==> src/rtl/seg_pkg.sv <==
// Shared constants for the seven-segment display blocks.
package seg_pkg;

  localparam int unsigned NUM_DIGITS = 3;
  localparam int unsigned BCD_W      = 4;

  // Logical active-high segment patterns, bit order {g,f,e,d,c,b,a}
  localparam logic [6:0] SEG_0     = 7'h3F;
  localparam logic [6:0] SEG_1     = 7'h06;
  localparam logic [6:0] SEG_2     = 7'h5B;
  localparam logic [6:0] SEG_3     = 7'h4F;
  localparam logic [6:0] SEG_4     = 7'h66;
  localparam logic [6:0] SEG_5     = 7'h6D;
  localparam logic [6:0] SEG_6     = 7'h7D;
  localparam logic [6:0] SEG_7     = 7'h07;
  localparam logic [6:0] SEG_8     = 7'h7F;
  localparam logic [6:0] SEG_9     = 7'h6F;
  localparam logic [6:0] SEG_DASH  = 7'h40;
  localparam logic [6:0] SEG_BLANK = 7'h00;

  // Scan position, also the digit weight
  typedef enum logic [1:0] {
    DIG_UNITS    = 2'd0,
    DIG_TENS     = 2'd1,
    DIG_HUNDREDS = 2'd2
  } digit_e;

endpackage

==> src/rtl/bcd_to_seg.sv <==
// One BCD nibble to logical seven-segment pattern; invalid nibbles show a dash.
module bcd_to_seg
  import seg_pkg::*;
(
  input  logic [BCD_W-1:0] nibble,
  input  logic             blank,
  output logic [6:0]       seg
);

  // Pattern lookup, blank overrides the digit
  always_comb begin
    seg = SEG_DASH;
    if (blank) begin
      seg = SEG_BLANK;
    end else begin
      case (nibble)
        4'd0:    seg = SEG_0;
        4'd1:    seg = SEG_1;
        4'd2:    seg = SEG_2;
        4'd3:    seg = SEG_3;
        4'd4:    seg = SEG_4;
        4'd5:    seg = SEG_5;
        4'd6:    seg = SEG_6;
        4'd7:    seg = SEG_7;
        4'd8:    seg = SEG_8;
        4'd9:    seg = SEG_9;
        default: seg = SEG_DASH;
      endcase
    end
  end

endmodule

==> src/rtl/seg_scan_driver.sv <==
// Time-multiplexed 3-digit seven-segment scanner with frame-aligned commit,
// dead-time, leading-zero blanking and registered pin-polarity outputs.
module seg_scan_driver
  import seg_pkg::*;
#(
  parameter int unsigned REFRESH_DIV    = 50000,
  parameter int unsigned DEAD_CYC       = 2,
  parameter bit          SEG_ACTIVE_LOW = 1'b1,
  parameter bit          AN_ACTIVE_LOW  = 1'b1
) (
  input  logic                        clk,
  input  logic                        rst_n,
  input  logic [NUM_DIGITS*BCD_W-1:0] bcd_in,
  input  logic                        load,
  input  logic [NUM_DIGITS-1:0]       dp_in,
  input  logic                        blank_lz,
  output logic                        pending,
  output logic [6:0]                  seg,
  output logic                        dp,
  output logic [NUM_DIGITS-1:0]       an
);

  localparam int unsigned PW = $clog2(REFRESH_DIV);
  localparam int unsigned DW = NUM_DIGITS * BCD_W;
  localparam logic [PW-1:0] PS_MAX = PW'(REFRESH_DIV - 1);
  localparam logic [PW-1:0] PS_DEAD = PW'(DEAD_CYC);

  logic [PW-1:0] prescaler, prescaler_nxt;
  digit_e        idx, idx_nxt;
  logic [DW-1:0] disp, disp_nxt;
  logic [DW-1:0] pend, pend_nxt;
  logic          pending_nxt;
  logic          tick, frame_end;

  logic [BCD_W-1:0]      nib, hund, tens;
  logic                  blank;
  logic                  dp_log;
  logic [NUM_DIGITS-1:0] an_sel, an_log;
  logic [6:0]            seg_log;

  assign tick      = (prescaler == PS_MAX);
  assign frame_end = tick && (idx == DIG_HUNDREDS);

  // Scan state and commit registers
  always_ff @(posedge clk or negedge rst_n) begin
    if (!rst_n) begin
      prescaler <= '0;
      idx       <= DIG_UNITS;
      disp      <= '0;
      pend      <= '0;
      pending   <= 1'b0;
    end else begin
      prescaler <= prescaler_nxt;
      idx       <= idx_nxt;
      disp      <= disp_nxt;
      pend      <= pend_nxt;
      pending   <= pending_nxt;
    end
  end

  // Prescaler wrap, digit advance and load/commit handshake.
  // A load landing on frame_end bypasses pend so it is not delayed a frame.
  always_comb begin
    prescaler_nxt = tick ? '0 : prescaler + 1'b1;
    idx_nxt       = idx;
    disp_nxt      = disp;
    pend_nxt      = pend;
    pending_nxt   = pending;
    if (tick) begin
      case (idx)
        DIG_UNITS: idx_nxt = DIG_TENS;
        DIG_TENS:  idx_nxt = DIG_HUNDREDS;
        default:   idx_nxt = DIG_UNITS;
      endcase
    end
    if (load && frame_end) begin
      disp_nxt    = bcd_in;
      pending_nxt = 1'b0;
    end else if (load) begin
      pend_nxt    = bcd_in;
      pending_nxt = 1'b1;
    end else if (frame_end && pending) begin
      disp_nxt    = pend;
      pending_nxt = 1'b0;
    end
  end

  assign hund = disp[2*BCD_W +: BCD_W];
  assign tens = disp[BCD_W +: BCD_W];

  // Digit, decimal point, anode and blanking selection for the current slot
  always_comb begin
    nib    = disp[0 +: BCD_W];
    dp_log = dp_in[0];
    an_sel = 3'b001;
    blank  = 1'b0;
    case (idx)
      DIG_TENS: begin
        nib    = tens;
        dp_log = dp_in[1];
        an_sel = 3'b010;
        blank  = blank_lz && (hund == '0) && (tens == '0);
      end
      DIG_HUNDREDS: begin
        nib    = hund;
        dp_log = dp_in[2];
        an_sel = 3'b100;
        blank  = blank_lz && (hund == '0);
      end
      default: ;
    endcase
    an_log = (prescaler < PS_DEAD) ? '0 : an_sel;
  end

  bcd_to_seg u_dec (
    .nibble (nib),
    .blank  (blank),
    .seg    (seg_log)
  );

  // Output register; polarity applied here so reset lands on the inactive level
  always_ff @(posedge clk or negedge rst_n) begin
    if (!rst_n) begin
      seg <= {7{SEG_ACTIVE_LOW}};
      dp  <= SEG_ACTIVE_LOW;
      an  <= {NUM_DIGITS{AN_ACTIVE_LOW}};
    end else begin
      seg <= seg_log ^ {7{SEG_ACTIVE_LOW}};
      dp  <= dp_log ^ SEG_ACTIVE_LOW;
      an  <= an_log ^ {NUM_DIGITS{AN_ACTIVE_LOW}};
    end
  end

endmodule

==> config.mk <==
export PLATFORM = sky130hd
export DESIGN_NAME = seg_scan_driver
export DESIGN_NICKNAME = d
export VERILOG_FILES = /design/src/rtl/seg_pkg.sv /design/src/rtl/bcd_to_seg.sv /design/src/rtl/seg_scan_driver.sv
export SDC_FILE = /design/constraint.sdc
export NUM_CORES = 1
export LEC_CHECK = 0
export ABC_CLOCK_PERIOD_IN_PS = 2700
export CORE_MARGIN = 2
export CORE_UTILIZATION = 40
export DETAILED_ROUTE_END_ITERATION = 8
export PLACE_DENSITY = 0.68
export SETUP_SLACK_MARGIN = 0.1
export SLEW_MARGIN = 10
export SYNTH_ARGS = -nofsm -noshare
export SYNTH_HDL_FRONTEND = slang
export SYNTH_SLANG_ARGS = --single-unit
==> constraint.sdc <==
create_clock -name clk -period 2.7 [get_ports clk]
set_clock_uncertainty 0.15 [all_clocks]
set_input_delay 0.81 -clock clk [delete_from_list [all_inputs] [get_ports clk]]
set_output_delay 0.81 -clock clk [all_outputs]
set_load 0.005 [all_outputs]
# Word-level counts from Yosys, hierarchy flattened
# Memory sizes are Yosys's and may differ from the RTL's.
# Cells that the tools add are included.
[classes] addsub=1 n_reduce_logical=12 magnitude_cmp=1 n_mux=14 n_eq_ne=4 div=0 shift=0 n_bitwise=4 multipliers=0
[ops] operator="12-bit two-way mux" n=3
[ops] operator="16-bit by 1-bit adder with 16-bit output (second input constant)" n=1
[ops] operator="16-bit == test (second input constant)" n=1
[ops] operator="16-bit by 2-bit < comparator with 1-bit output (second input constant)" n=1
[ops] operator="16-bit two-way mux" n=1
[ops] operator="4-bit logical NOT" n=2
[ops] operator="4-bit case mux with 2 select lines" n=1
[ops] operator="7-bit two-way mux" n=1
[ops] operator="7-bit NOT" n=1
[ops] operator="3-bit case mux with 2 select lines" n=1
[ops] operator="1-bit logical AND" n=5
[ops] operator="1-bit case mux with 2 select lines" n=2
[ops] operator="2-bit case mux with 2 select lines" n=1
[ops] operator="2-bit AND reduction" n=2
[ops] operator="1-bit two-way mux" n=3
[ops] operator="3-bit two-way mux" n=1
[ops] operator="3-bit NOT" n=1
[ops] operator="3-bit nonzero test" n=1
[ops] operator="2-bit by 1-bit == test with 1-bit output (second input constant)" n=1
[ops] operator="2-bit == test (second input constant)" n=1
[ops] operator="2-bit logical NOT" n=1
[ops] operator="2-bit by 1-bit inequality test with 1-bit output (second input constant)" n=1
[ops] operator="1-bit NOT" n=2
[ops] operator="2-bit nonzero test" n=1
[word_totals] wordCells=45 memories=1 romBits=112 output_inout_bits=12 ff_bits=54 ram_bits=0 latchBits=0
[mem_list] name="(name not given)" words=16 width=7 read_ports=1 rd_clocked_by_memory_dff=0 wr=0 line="bcd_to_seg.sv:16" text="case (nibble)"

# Longest topological paths before layout
[logic_depth] word_depth=6 ltp_mapped=10

# By module
# A second synthesis with hierarchy kept.
[unflattened] hier_cells=270 area_unflattened_um2=2786.4
[modules_own_cells] mod="seg_scan_driver" n_inst=1 area_each_um2=2576.2 cells_per_inst=236
[modules_own_cells] mod="bcd_to_seg" n_inst=1 area_each_um2=210.2 cells_per_inst=34

# Worst setup path after synthesis
# Ideal clock, no wire load.
[synth_timing] path_type="flip-flop to flip-flop" from="register idx[0]" to="register seg[4]" setup_time_ns=0.079 path_stages_with_launch=11 period_less_slack_ns=2.274 path_slack_ns=0.426 t_arrival_ns=2.046 required_time_ns=2.471 n_path_buf=1 path_cell_list="dfrtp_1 inv_1 ha_1 clkbuf_1 nor2_1 a21oi_1 inv_1 ha_1 a211oi_1 a211oi_1 o21ai_0"
[synth_between] elab_chain_cells=5 word_cells_on_any_way=7
[synth_rtl] element="start: declaration" line="seg_scan_driver.sv:29" text="digit_e idx, idx_nxt;"
[synth_rtl] element="start signal: assignment" line="seg_scan_driver.sv:54" text="idx <= idx_nxt;"
[synth_rtl] element="2-bit == test or 2-bit by 1-bit == test with 1-bit output (tied branches)" line="seg_scan_driver.sv:97" text="case (idx)"
[synth_rtl] element="4-bit case mux with 2 select lines" line="seg_scan_driver.sv:97"
[synth_rtl] element="memory read 16 x 7 bit"
[synth_rtl] element="7-bit two-way mux *" line="bcd_to_seg.sv:13" text="if (blank) begin"
[synth_rtl] element="7-bit NOT (no line) *"
[synth_rtl] element="end signal: assignment" line="seg_scan_driver.sv:124" text="seg <= {7{SEG_ACTIVE_LOW}};"
[synth_rtl] element="end signal: assignment" line="seg_scan_driver.sv:128" text="seg <= seg_log ^ {7{SEG_ACTIVE_LOW}};"
[synth_rtl] element="end: declaration" line="seg_scan_driver.sv:18" text="output logic [6:0] seg,"
# Mark *: on every way between the ends. The rest lies on a longest branch, timed or not.
# A chain may end at the register's enable or synchronous reset.

# Final worst setup path
# Same ends and word-level chain as after synthesis.

==> implementation parameters <==
Parameter                              Value

Synthesis
  Multiplexer share of the synthesized area    0.121
  Sequential element share of the synthesized area    0.521
  Netlist cell types    38
  Area of the mapped netlist    2620 sq um
  Most used flip-flop cell after synthesis    dfrtp_1
  Most frequent cells after synthesis    43 x dfrtp_1, 23 x inv_1, 17 x nor2_1
  Number of synthesis warnings    0
  Post-synthesis instance total    230
  Library cell with the highest instance count after synthesis    dfrtp_1
  Portion of synthesized cell area occupied by the leading cell type    0.411
  Cell accounting for the most synthesized area    dfrtp_1
  Flops & latches, synth    54
  Number of enable flip-flop cells after synthesis    0
  Synth Net Count    259
  Avg Cell Area, Syn    between 10 and 15 sq um
  Main combinational cell family by area after synthesis    simple AND/OR/NAND/NOR gates
  Synth Area in Compound Gates    0.0956
  Adder-cell area share of the yosys netlist    0.0478
  Async set-reset flop share out of synthesis    1.00
  Simple-Gate Fraction of Synth Area    0.122
  Leading cell types by total area after synthesis    dfrtp_1 41%, dfstp_2 11%, mux2i_1 6.1%, mux2_2 6.0%, ha_1 4.8%
  Post-synthesis share of cell area spent on xor and xnor gates    0.0435

Final layout
  Area Growth Syn to Fin    19.9%
  Number of diodes added for antenna fixing    0
  Final Net Count    295
  Fraction of final layout cells with drive strength greater than 1    0.184

Power
  Relative contribution of sequential cells to total power    0.571
  Overall Power    1470 uW
  Switching Share    0.212
  Logic gate share of total power    0.061
  Cell Int Power    about 1200 uW
  Switching Power    311 uW
  Worst vdd ir    roughly 0.00033 V
  Clock network fraction of design power    0.368
  Pwr per Cell Area    467 nW/um^2
  Standby leakage power    0.00137 uW

Setup path
  Critical path capture point type    register
  Launch point of the critical path    idx[0]
  Worst R2R Setup Slack    around 0.31 ns
  Critical path launch point type    register
  Reg2Reg Depth    9
  Worst path required time    around 2.8 ns
  Setup crit end    seg[4]
  Top fanout value on the critical path    14
  Critical Setup Path Class    register to register
  Start of the worst register-to-register path    idx[0]
  Worst EP arrival    2.46 ns
  Endpoint of the worst-slack reg-to-reg timing path    seg[4]

GRT
  Via count of the first global-routing pass    around 1800
  Total routing resource utilization after global routing    0.143
  Global-route congestion overflow total    0
  Antenna violations before repair    0
  Pin count of the biggest net entering global routing    55
  Global-route met1 utilization    0.198
  Routing usage on met2    0.228
  GRT Max-Usage Layer    met2
  Global-route wire length before repair    8320 um
  Global routing met3 resource utilization    0.0311

Timing
  Total count of hold-check failures in the final report    0
  Slew @ Worst Pin    0.701 ns
  Final worst path period need    ~2.4 ns
  Unrepaired setup endpoints after global routing    no
  Period utilisation layout    0.884
  Max Slew Vio Count    0
  Max frequency    about 420 MHz
  Final number of setup-violating endpoints    0
  Remaining max-slew budget at the tightest pin    0.528
  Total negative slack    0 ns
  Worst Hold Margin    0.335 ns

Floorplan
  Full die area    7210 sq um
  Number of ports placed on the die boundary    31
  Die Span X    about 85 um
  Height of the die    between 80 and 90 um
  CORE AREA    6350 sq um
  Standard-cell row count    29
  Starting density of the core    0.412

Route
  DRC violation count after routing    0
  Number of design-rule violations left by the first detailed-router iteration    122
  Via count    1777
  Detailed Route WL    around 4600 um
  Final routed wire length divided by cell count    between 10 and 15 um
  Routed Antenna Nets    0
  Total iterations of the first detailed-routing run    4
  Via density    5.17

Clocking
  Skew-Pair Late Insertion Delay    ~0.31 ns
  Clock buffers created by TritonCTS    5
  Post-CTS clock slew at the launch and capture registers of the worst setup and hold paths    approximately 0.10 ns
  Number of buffers between clock root and the deepest sink    2
  Buffer cell driving the clock tree root    clkbuf_8
  Number of H-tree levels    2
  Clock tree from TritonCTS    built
  Number of cells upsized or downsized after cts    0
  Number of clock sinks    54
  Hold-fix buffer count after cts    0
  Setup fix buffers added after clock tree synthesis    0

Flow run
  Maxcap violations    0

Placed design
  Count of buffers inserted at the top-level ports    30
  GP Congestion    between 0.7 and 0.8
  Half-perimeter wire length after detailed placement    ~3300 um

Worst hold path
  Class of the worst hold path    primary input to asynchronous set/reset pin

Run status
  Outcome    finished, final reports clean
## critical path, stage by stage, from the launching register on
cell and delay (ns):
dfrtp_1 0.41, inv_1 0.08, ha_1 0.54, nor2_1 0.09, a21oi_1 0.28, inv_1 0.14
ha_1 0.22, a211oi_1 0.17, a211oi_1 0.06, o21ai_0 0.18
## registers in the layout, summed over array words and instances (netlist names)
register	flops
dp	1
seg	7
disp	12
prescaler	16
an	3
pend	12
idx	2
pending	1
## power groups by stage
stage,Clock (uW),Combinational (uW),Sequential (uW)
floorplan,0,35.6,850
global placement,0,90.6,851
detailed placement,0,91.4,852
CTS,565,91.7,837
global route,598,98.9,839
finish,540,89.2,836
## kinds of logic after synthesis
logic type,Yosys count
multiplexers,30
AND/OR/NAND/NOR,55
buffers and inverters,30
AO/OA/AOI/OAI,38
flip-flops,54
adder cells (fa/ha/maj),10
XOR/XNOR,13
## final cells by class
class,instances,area [sq um]
Inverter,23,86.3
Multi-Input combinational cell,146,1130
Sequential cell,54,1370
Fill cell,570,3210
Clock buffer,5,68.8
Clock inverter,3,45.0
Tap cell,77,96.3
Timing Repair Buffer,36,353
## layer usage
layer / routed length, um / up-vias
met5: 0 / -
met4: 43 / 0
met3: 185 / 5
met2: 2180 / 35
met1: 2240 / 852
li1: - / 885
## cell usage in the layout (no fill, tap or decap), types with 2 or more instances in the layout
cell and count:
and3_2 2, xor2_1 5, and3_1 3, clkbuf_8 5, dfstp_2 11, nand3_1 9
nor2_1 17, a21oi_1 5, o211ai_1 5, a22oi_1 5, a211oi_1 2, ha_1 10
clkinvlp_4 2, nor4_1 7, xnor2_1 8, nand4_1 2, mux2i_1 16, mux2_2 14
dfrtp_1 43, inv_1 23, nand2_1 6, o22ai_1 12, clkdlybuf4s50_1 29, buf_4 5
o21ai_0 5
## worst min path at each step
stage / from / endpoint / slack, ns / cells past startpoint
2_1_floorplan: prescaler[0] / prescaler[0] / 0.30 / 1
3_3_place_gp: prescaler[0] / prescaler[0] / 0.33 / 1
3_5_place_dp: prescaler[0] / prescaler[0] / 0.33 / 1
4_1_cts: rst_n / pend[4] / 0.34 / 2
5_1_grt: rst_n / pend[1] / 0.34 / 2
6_report: rst_n / disp[4] / 0.33 / 2
## metrics by stage
step	instances	utilization	instance area [sq um]	setup WS (ns)
final	344	0.495	3140	0.313
after global routing	344	0.495	3140	0.125
after floorplan	230	-	2620	0.426
after CTS	344	0.495	3140	0.305
after detailed placement	336	0.477	3030	0.263
after global placement	336	0.477	3030	0.329
No activity file was read; power rests on OpenSTA's default activity.
